$ cat src/rtl/uart_rx_defs.sv
// Shared definitions for the UART receive path: register map, receiver
// state encodings and STATUS/CTRL bit positions.
package uart_rx_defs;

    // Register select values, taken from wishbone_addr_i[3:2]
    localparam logic [1:0] REG_DATA   = 2'd0;
    localparam logic [1:0] REG_STATUS = 2'd1;
    localparam logic [1:0] REG_CTRL   = 2'd2;
    localparam logic [1:0] REG_RSVD   = 2'd3;

    // Receiver states; the encoding is visible on rx_state_o
    typedef enum logic [3:0] {
        ST_IDLE  = 4'd0,
        ST_START = 4'd1,
        ST_DATA  = 4'd2,
        ST_STOP  = 4'd3,
        ST_BREAK = 4'd4
    } rx_state_e;

    // STATUS register bit positions
    localparam int STAT_NEMPTY = 0;
    localparam int STAT_FULL   = 1;
    localparam int STAT_FERR   = 2;
    localparam int STAT_OVR    = 3;

    // CTRL register bit positions
    localparam int CTRL_INT_EN = 0;
    localparam int CTRL_CLR    = 1;

endpackage

$ cat src/rtl/uart_rx_fifo.sv
// Synchronous byte FIFO with FIFO_AW+1 bit pointers. Push and pop in the
// same cycle both succeed, including when full; pop on empty is ignored.
module uart_rx_fifo #(
    parameter int FIFO_AW = 4
) (
    input  logic       clk,
    input  logic       rst,
    input  logic       push,
    input  logic       pop,
    input  logic [7:0] din,
    output logic [7:0] dout,
    output logic       full,
    output logic       empty
);

    logic [7:0]       mem [0:(1 << FIFO_AW) - 1];
    logic [FIFO_AW:0] wr_ptr;
    logic [FIFO_AW:0] rd_ptr;
    logic             do_push;
    logic             do_pop;

    assign empty   = (wr_ptr == rd_ptr);
    assign full    = (wr_ptr[FIFO_AW] != rd_ptr[FIFO_AW]) &&
                     (wr_ptr[FIFO_AW-1:0] == rd_ptr[FIFO_AW-1:0]);
    assign do_pop  = pop & ~empty;
    assign do_push = push & (~full | do_pop);
    assign dout    = mem[rd_ptr[FIFO_AW-1:0]];

    // Pointer update; pointers wrap naturally through the extra MSB
    always_ff @(posedge clk) begin
        if (rst) begin
            wr_ptr <= '0;
            rd_ptr <= '0;
        end else begin
            if (do_push) wr_ptr <= wr_ptr + 1'b1;
            if (do_pop)  rd_ptr <= rd_ptr + 1'b1;
        end
    end

    // Storage write; contents need no reset since pointers define validity
    always_ff @(posedge clk) begin
        if (do_push) mem[wr_ptr[FIFO_AW-1:0]] <= din;
    end

endmodule

$ cat src/rtl/uart_rx_wb.sv
// UART receiver (8N1, LSB first, 16x oversampling) with a byte FIFO and a
// Wishbone slave register file: DATA, STATUS, CTRL.
// Bus handshake: a request is cyc & stb; the slave answers with a one-cycle
// ack one clock later, and all register side effects (pop, CTRL write)
// happen only on the clock edge that raises ack.
module uart_rx_wb
    import uart_rx_defs::*;
#(
    parameter int BAUD_DIV = 27,
    parameter int FIFO_AW  = 4
) (
    input  logic        clk,
    input  logic        rst,
    input  logic        com_RxD,
    input  logic        wishbone_cyc_i,
    input  logic        wishbone_stb_i,
    input  logic        wishbone_we_i,
    input  logic [31:0] wishbone_addr_i,
    input  logic [31:0] wishbone_data_i,
    input  logic [15:0] wishbone_select_i,
    output logic [31:0] wishbone_data_o,
    output logic        wishbone_ack_o,
    output logic        rx_int_o,
    output logic [3:0]  rx_state_o
);

    localparam int DIV_W = (BAUD_DIV > 1) ? $clog2(BAUD_DIV) : 1;

    logic             rxd_meta, rxd_sync;
    logic [DIV_W-1:0] div_cnt;
    logic             tick;
    rx_state_e        state, state_n;
    logic [3:0]       tick_cnt, tick_n;
    logic [2:0]       bit_cnt, bit_n;
    logic [7:0]       shift, shift_n;
    logic             push, ferr_set;
    logic             overrun, frame_err, int_en;
    logic             acc, pop, ctrl_wr, ovr_set;
    logic [1:0]       reg_sel;
    logic [7:0]       fifo_dout;
    logic             fifo_full, fifo_empty;
    logic [31:0]      rd_data;
    logic             unused_bits;

    assign unused_bits = ^{wishbone_addr_i[31:4], wishbone_addr_i[1:0],
                           wishbone_data_i[31:2], wishbone_select_i[15:1]};

    // Two-flop synchroniser for the asynchronous serial line, idles high
    always_ff @(posedge clk) begin
        if (rst) begin
            rxd_meta <= 1'b1;
            rxd_sync <= 1'b1;
        end else begin
            rxd_meta <= com_RxD;
            rxd_sync <= rxd_meta;
        end
    end

    // Free-running oversample divider; tick pulses on wrap
    assign tick = (div_cnt == DIV_W'(BAUD_DIV - 1));
    always_ff @(posedge clk) begin
        if (rst)       div_cnt <= '0;
        else if (tick) div_cnt <= '0;
        else           div_cnt <= div_cnt + 1'b1;
    end

    // Receiver state, oversample count, bit count and shift register
    always_ff @(posedge clk) begin
        if (rst) begin
            state    <= ST_IDLE;
            tick_cnt <= '0;
            bit_cnt  <= '0;
            shift    <= '0;
        end else begin
            state    <= state_n;
            tick_cnt <= tick_n;
            bit_cnt  <= bit_n;
            shift    <= shift_n;
        end
    end

    // Next-state logic: start qualified at half a bit, data and stop at bit centres
    always_comb begin
        state_n  = state;
        tick_n   = tick_cnt;
        bit_n    = bit_cnt;
        shift_n  = shift;
        push     = 1'b0;
        ferr_set = 1'b0;
        case (state)
            ST_IDLE: begin
                if (!rxd_sync) begin
                    state_n = ST_START;
                    tick_n  = '0;
                end
            end
            ST_START: begin
                if (tick) begin
                    if (tick_cnt == 4'd7) begin
                        if (!rxd_sync) begin
                            state_n = ST_DATA;
                            tick_n  = '0;
                            bit_n   = '0;
                        end else begin
                            state_n = ST_IDLE;
                        end
                    end else begin
                        tick_n = tick_cnt + 4'd1;
                    end
                end
            end
            ST_DATA: begin
                if (tick) begin
                    tick_n = tick_cnt + 4'd1;
                    if (tick_cnt == 4'd15) begin
                        shift_n = {rxd_sync, shift[7:1]};
                        bit_n   = bit_cnt + 3'd1;
                        if (bit_cnt == 3'd7) state_n = ST_STOP;
                    end
                end
            end
            ST_STOP: begin
                if (tick) begin
                    tick_n = tick_cnt + 4'd1;
                    if (tick_cnt == 4'd15) begin
                        if (rxd_sync) begin
                            push    = 1'b1;
                            state_n = ST_IDLE;
                        end else begin
                            ferr_set = 1'b1;
                            state_n  = ST_BREAK;
                        end
                    end
                end
            end
            ST_BREAK: begin
                if (rxd_sync) state_n = ST_IDLE;
            end
            default: state_n = ST_IDLE;
        endcase
    end

    assign rx_state_o = state;

    // Bus decode
    assign acc     = wishbone_cyc_i & wishbone_stb_i & ~wishbone_ack_o;
    assign reg_sel = wishbone_addr_i[3:2];
    assign pop     = acc & ~wishbone_we_i & (reg_sel == REG_DATA) & ~fifo_empty;
    assign ctrl_wr = acc & wishbone_we_i & (reg_sel == REG_CTRL) & wishbone_select_i[0];
    assign ovr_set = push & fifo_full & ~pop;

    uart_rx_fifo #(.FIFO_AW(FIFO_AW)) u_fifo (
        .clk   (clk),
        .rst   (rst),
        .push  (push),
        .pop   (pop),
        .din   (shift),
        .dout  (fifo_dout),
        .full  (fifo_full),
        .empty (fifo_empty)
    );

    // Read mux; DATA on empty reads zero
    always_comb begin
        rd_data = '0;
        case (reg_sel)
            REG_DATA:   rd_data = fifo_empty ? 32'd0 : {24'd0, fifo_dout};
            REG_STATUS: begin
                rd_data[STAT_NEMPTY] = ~fifo_empty;
                rd_data[STAT_FULL]   = fifo_full;
                rd_data[STAT_FERR]   = frame_err;
                rd_data[STAT_OVR]    = overrun;
            end
            REG_CTRL:   rd_data[CTRL_INT_EN] = int_en;
            default:    rd_data = '0;
        endcase
    end

    // Bus response, sticky error flags (set beats clear), interrupt level
    always_ff @(posedge clk) begin
        if (rst) begin
            wishbone_ack_o  <= 1'b0;
            wishbone_data_o <= '0;
            int_en          <= 1'b0;
            overrun         <= 1'b0;
            frame_err       <= 1'b0;
            rx_int_o        <= 1'b0;
        end else begin
            wishbone_ack_o  <= acc;
            wishbone_data_o <= (acc & ~wishbone_we_i) ? rd_data : 32'd0;
            if (ctrl_wr) int_en <= wishbone_data_i[CTRL_INT_EN];
            overrun   <= ovr_set  | (overrun   & ~(ctrl_wr & wishbone_data_i[CTRL_CLR]));
            frame_err <= ferr_set | (frame_err & ~(ctrl_wr & wishbone_data_i[CTRL_CLR]));
            rx_int_o  <= int_en & (~fifo_empty | overrun | frame_err);
        end
    end

endmodule
$ cat config.mk
export PLATFORM = sky130hd
export DESIGN_NAME = uart_rx_wb
export DESIGN_NICKNAME = d
export VERILOG_FILES = /design/src/rtl/uart_rx_defs.sv /design/src/rtl/uart_rx_fifo.sv /design/src/rtl/uart_rx_wb.sv
export SDC_FILE = /design/constraint.sdc
export NUM_CORES = 1
export LEC_CHECK = 0
export ABC_AREA = 1
export BUFFER_PORTS_ARGS = -buffer_cell sky130_fd_sc_hd__buf_2
export CORE_ASPECT_RATIO = 0.75
export CORE_UTILIZATION = 50
export CTS_CLUSTER_DIAMETER = 30
export DETAILED_ROUTE_END_ITERATION = 8
export PLACE_DENSITY = 0.82
export SETUP_SLACK_MARGIN = 0.4
export SLEW_MARGIN = 30
export SYNTH_ARGS = -nofsm -noshare
export SYNTH_HDL_FRONTEND = slang
export SYNTH_SLANG_ARGS = --single-unit
$ cat constraint.sdc
create_clock -name clk -period 3.4 [get_ports clk]
set_clock_uncertainty 0.05 [all_clocks]
set_input_delay 0.68 -clock clk [delete_from_list [all_inputs] [get_ports clk]]
set_output_delay 0.68 -clock clk [all_outputs]
set_load 0.005 [all_outputs]
==> metrics.txt <==
Final #Nets=a little under 900; Routed WL per cell=16.26 microns; top cell type's share of synthesized area=about half; fin util=58.06%; Rel. slew slack=roughly half; placed instance area=7954 sq um; Final Worst Setup Slack=0.7371 ns; die area=~16000 sq um; run status=finished clean; area growth from synthesis to layout=11.44%; final instance area=roughly 8600 sq um; Final setup violation count=0; P_leak=3.465 nW; Post-CTS Setup Inserts=0; CTS sink count=180; worst-margin pin slew=0.7413 ns; Cell Area, Synth=approximately 7700 sq um; Rows=38; core area=around 15000 sq um; synthesized flop and latch total=between 150 and 200; initial antenna violation count=0; Non-Filler Instances=between 900 and 1000; via count=between 5000 and 6000; worst skew pair latency=~0.44 ns; vias per inst=5.354; # DRC=0; Hold/Removal Path Class=reg2reg; critical path class=reg2reg; antenna fix cells=0; Port Buffer Count=23; final-layout fill cell count=roughly 1200; WL met3=between 1000 and 1500 microns; share of post-route cells with drive strength above 1=11.29%; Yosys top cell by area=edfxtp_1; I/O pins=around 120; Critical Path RT=3.41 ns; first-pass GRT wire length=roughly 25000 microns; Post-DP HPWL=9724 microns; CP Capture Type=register; prevailing post-synth register cell=edfxtp_1; highest routed layer=met4; Starting Density=a little over half; Crit Path Max Fanout=8; Num CTS Buffers=17; initial drt markers=445; post-route clock period utilization=78.32%; area of the multi-input gates=about 2300 sq um; dpl cells=956; Placer Congestion=roughly 0.9; dpl ws=about 0.75 ns; total power=4.533 mW; post-layout minimum cycle time=2.663 ns; maxcap violations=0; most frequent cell after synthesis=edfxtp_1; total detailed-routing wirelength=around 16000 microns; Tot GR Track Use=about a fifth; synthesized area per cell=10.31 sq um; DRT Pass-1 Iters=5; asr flop ratio synth=0%; fmax=roughly 380 MHz; largest net degree at the start of global routing=65; top cells by area, synth=edfxtp_1 50%, dfxtp_1 14%, o21ai_0 5.7%; Peak VDD IR=0.0003730 V; die height=109.3 microns; root buf cell=clkbuf_16; max-slew violations=0; Cell variety after synth=37; cts-stage hold buffer count=0; worst hold margin=between 0.3 and 0.4 ns; Die Span X=145.1 microns; post_cts resized=0; vias in the first global route=~4900; crit start category=register; clk slew on worst S/H paths=0.06 ns; setup TNS=0 ns; Warnings, synthesis=0; CTS HTree Levels=4; CTS tree=done; CP cell instances=ha_1, nand2_1, nor2_1, nand2_1, nor3_4, nand3_1, nor2_1; clk buf depth=2; Arrival @ worst endpoint=2.68 ns; GRT overflow=0; cells after synthesis=around 750; slowest stage delay, CP=0.63 ns; sequential element share of the synthesized area=63.60%; PwrDens=529.6 nW/um^2; Final Hold Viols=0; routed wl met2=around 7400 microns; synth cell count leaders=128 x edfxtp_1, 101 x nor2_1, 98 x nand2_1; ANT nets after route=0; Met1 Routed Length=between 7000 and 8000 microns; number of synthesized flops with an enable pin=128; CP max stage cell=nor2_1; RSZ-0062 raised after global routing=no; sequential cell area=4886 sq um
[worst max-delay path, delay by kind of cell, from the launching register on]
family                   cells  cell delay [ns]
flip-flops                   1             0.38
AND/OR/NAND/NOR              6             1.67
adder cells (fa/ha/maj)      1             0.19
[cell usage in the layout, fill, tap and decap left out, types with 2 or more instances in the layout]
| master | synthesis | final |
|---|---|---|
| nor3_1 | 19 | 19 |
| bufinv_16 | 0 | 2 |
| nand2_4 | 2 | 2 |
| buf_2 | 8 | 23 |
| nand4_1 | 4 | 4 |
| inv_2 | 5 | 5 |
| xnor2_1 | 7 | 7 |
| inv_4 | 0 | 2 |
| or2_2 | 3 | 3 |
| buf_4 | 26 | 20 |
| dfxtp_1 | 52 | 51 |
| o22ai_1 | 7 | 7 |
| edfxtp_1 | 128 | 128 |
| o221ai_1 | 4 | 4 |
| inv_1 | 54 | 54 |
| o21ai_0 | 88 | 88 |
| xor2_1 | 7 | 7 |
| ha_1 | 10 | 10 |
| inv_6 | 0 | 3 |
| nor2_1 | 101 | 101 |
| clkbuf_1 | 20 | 3 |
| clkbuf_16 | 0 | 19 |
| nand2_1 | 98 | 98 |
| nand3_1 | 41 | 41 |
| nor2_4 | 2 | 2 |
| conb_1 | 1 | 25 |
| a21oi_1 | 35 | 35 |
| clkinv_2 | 0 | 2 |
| o211ai_1 | 9 | 9 |
[report_power, final]
part	total [mW]	switching, mW	internal [mW]
logic	0.180	0.121	0.0587
registers	2.36	0.0210	2.34
clock network	2.00	0.819	1.18
[path summary, 6_finish.rpt]
kind                     from                end  slack [ns]  cells after the start
hold / removal       rxd_meta           rxd_sync        0.37                      1
setup reg to reg  tick_cnt[0]  u_fifo.mem[15][5]        0.74                      7
hold reg to reg      rxd_meta           rxd_sync        0.37                      1
setup / recovery  tick_cnt[0]  u_fifo.mem[15][5]        0.74                      7
[layer usage]
layer | GRT usage (%) | vias up
met5 | 0 | -
met4 | 7.368 | 0
met3 | 6.183 | 22
met2 | 33.28 | 216
met1 | 28.31 | 2479
li1 | - | 2573
[kinds of logic after synthesis]
kind of cell / after synthesis / synth area share (%)
adder cells (fa/ha/maj): 10 / 1.629
other: 1 / 0.04883
AO/OA/AOI/OAI: 148 / 10.38
buffers and inverters: 116 / 7.266
AND/OR/NAND/NOR: 276 / 15.48
flip-flops: 180 / 63.60
XOR/XNOR: 14 / 1.597
[registers in the layout (all words and copies together) (netlist names), named ones only]
signal / cells
bit_cnt: 3
div_cnt: 5
frame_err: 1
int_en: 1
overrun: 1
rx_int_o: 1
rx_state_o: 3
rxd_meta: 1
rxd_sync: 1
shift: 8
tick_cnt: 4
u_fifo.mem: 128
u_fifo.rd_ptr: 5
u_fifo.wr_ptr: 5
wishbone_ack_o: 1
wishbone_data_o: 8
[final cells by class]
class	count	share of cell area (%)
inverters	60	2.632
multi-input cells	473	27.19
clock buffers	22	5.687
well taps	200	2.924
clock inverters	10	1.374
flip-flops and latches	180	57.09
repair buffers	43	3.099
No activity file was read; power rests on OpenSTA's default activity.
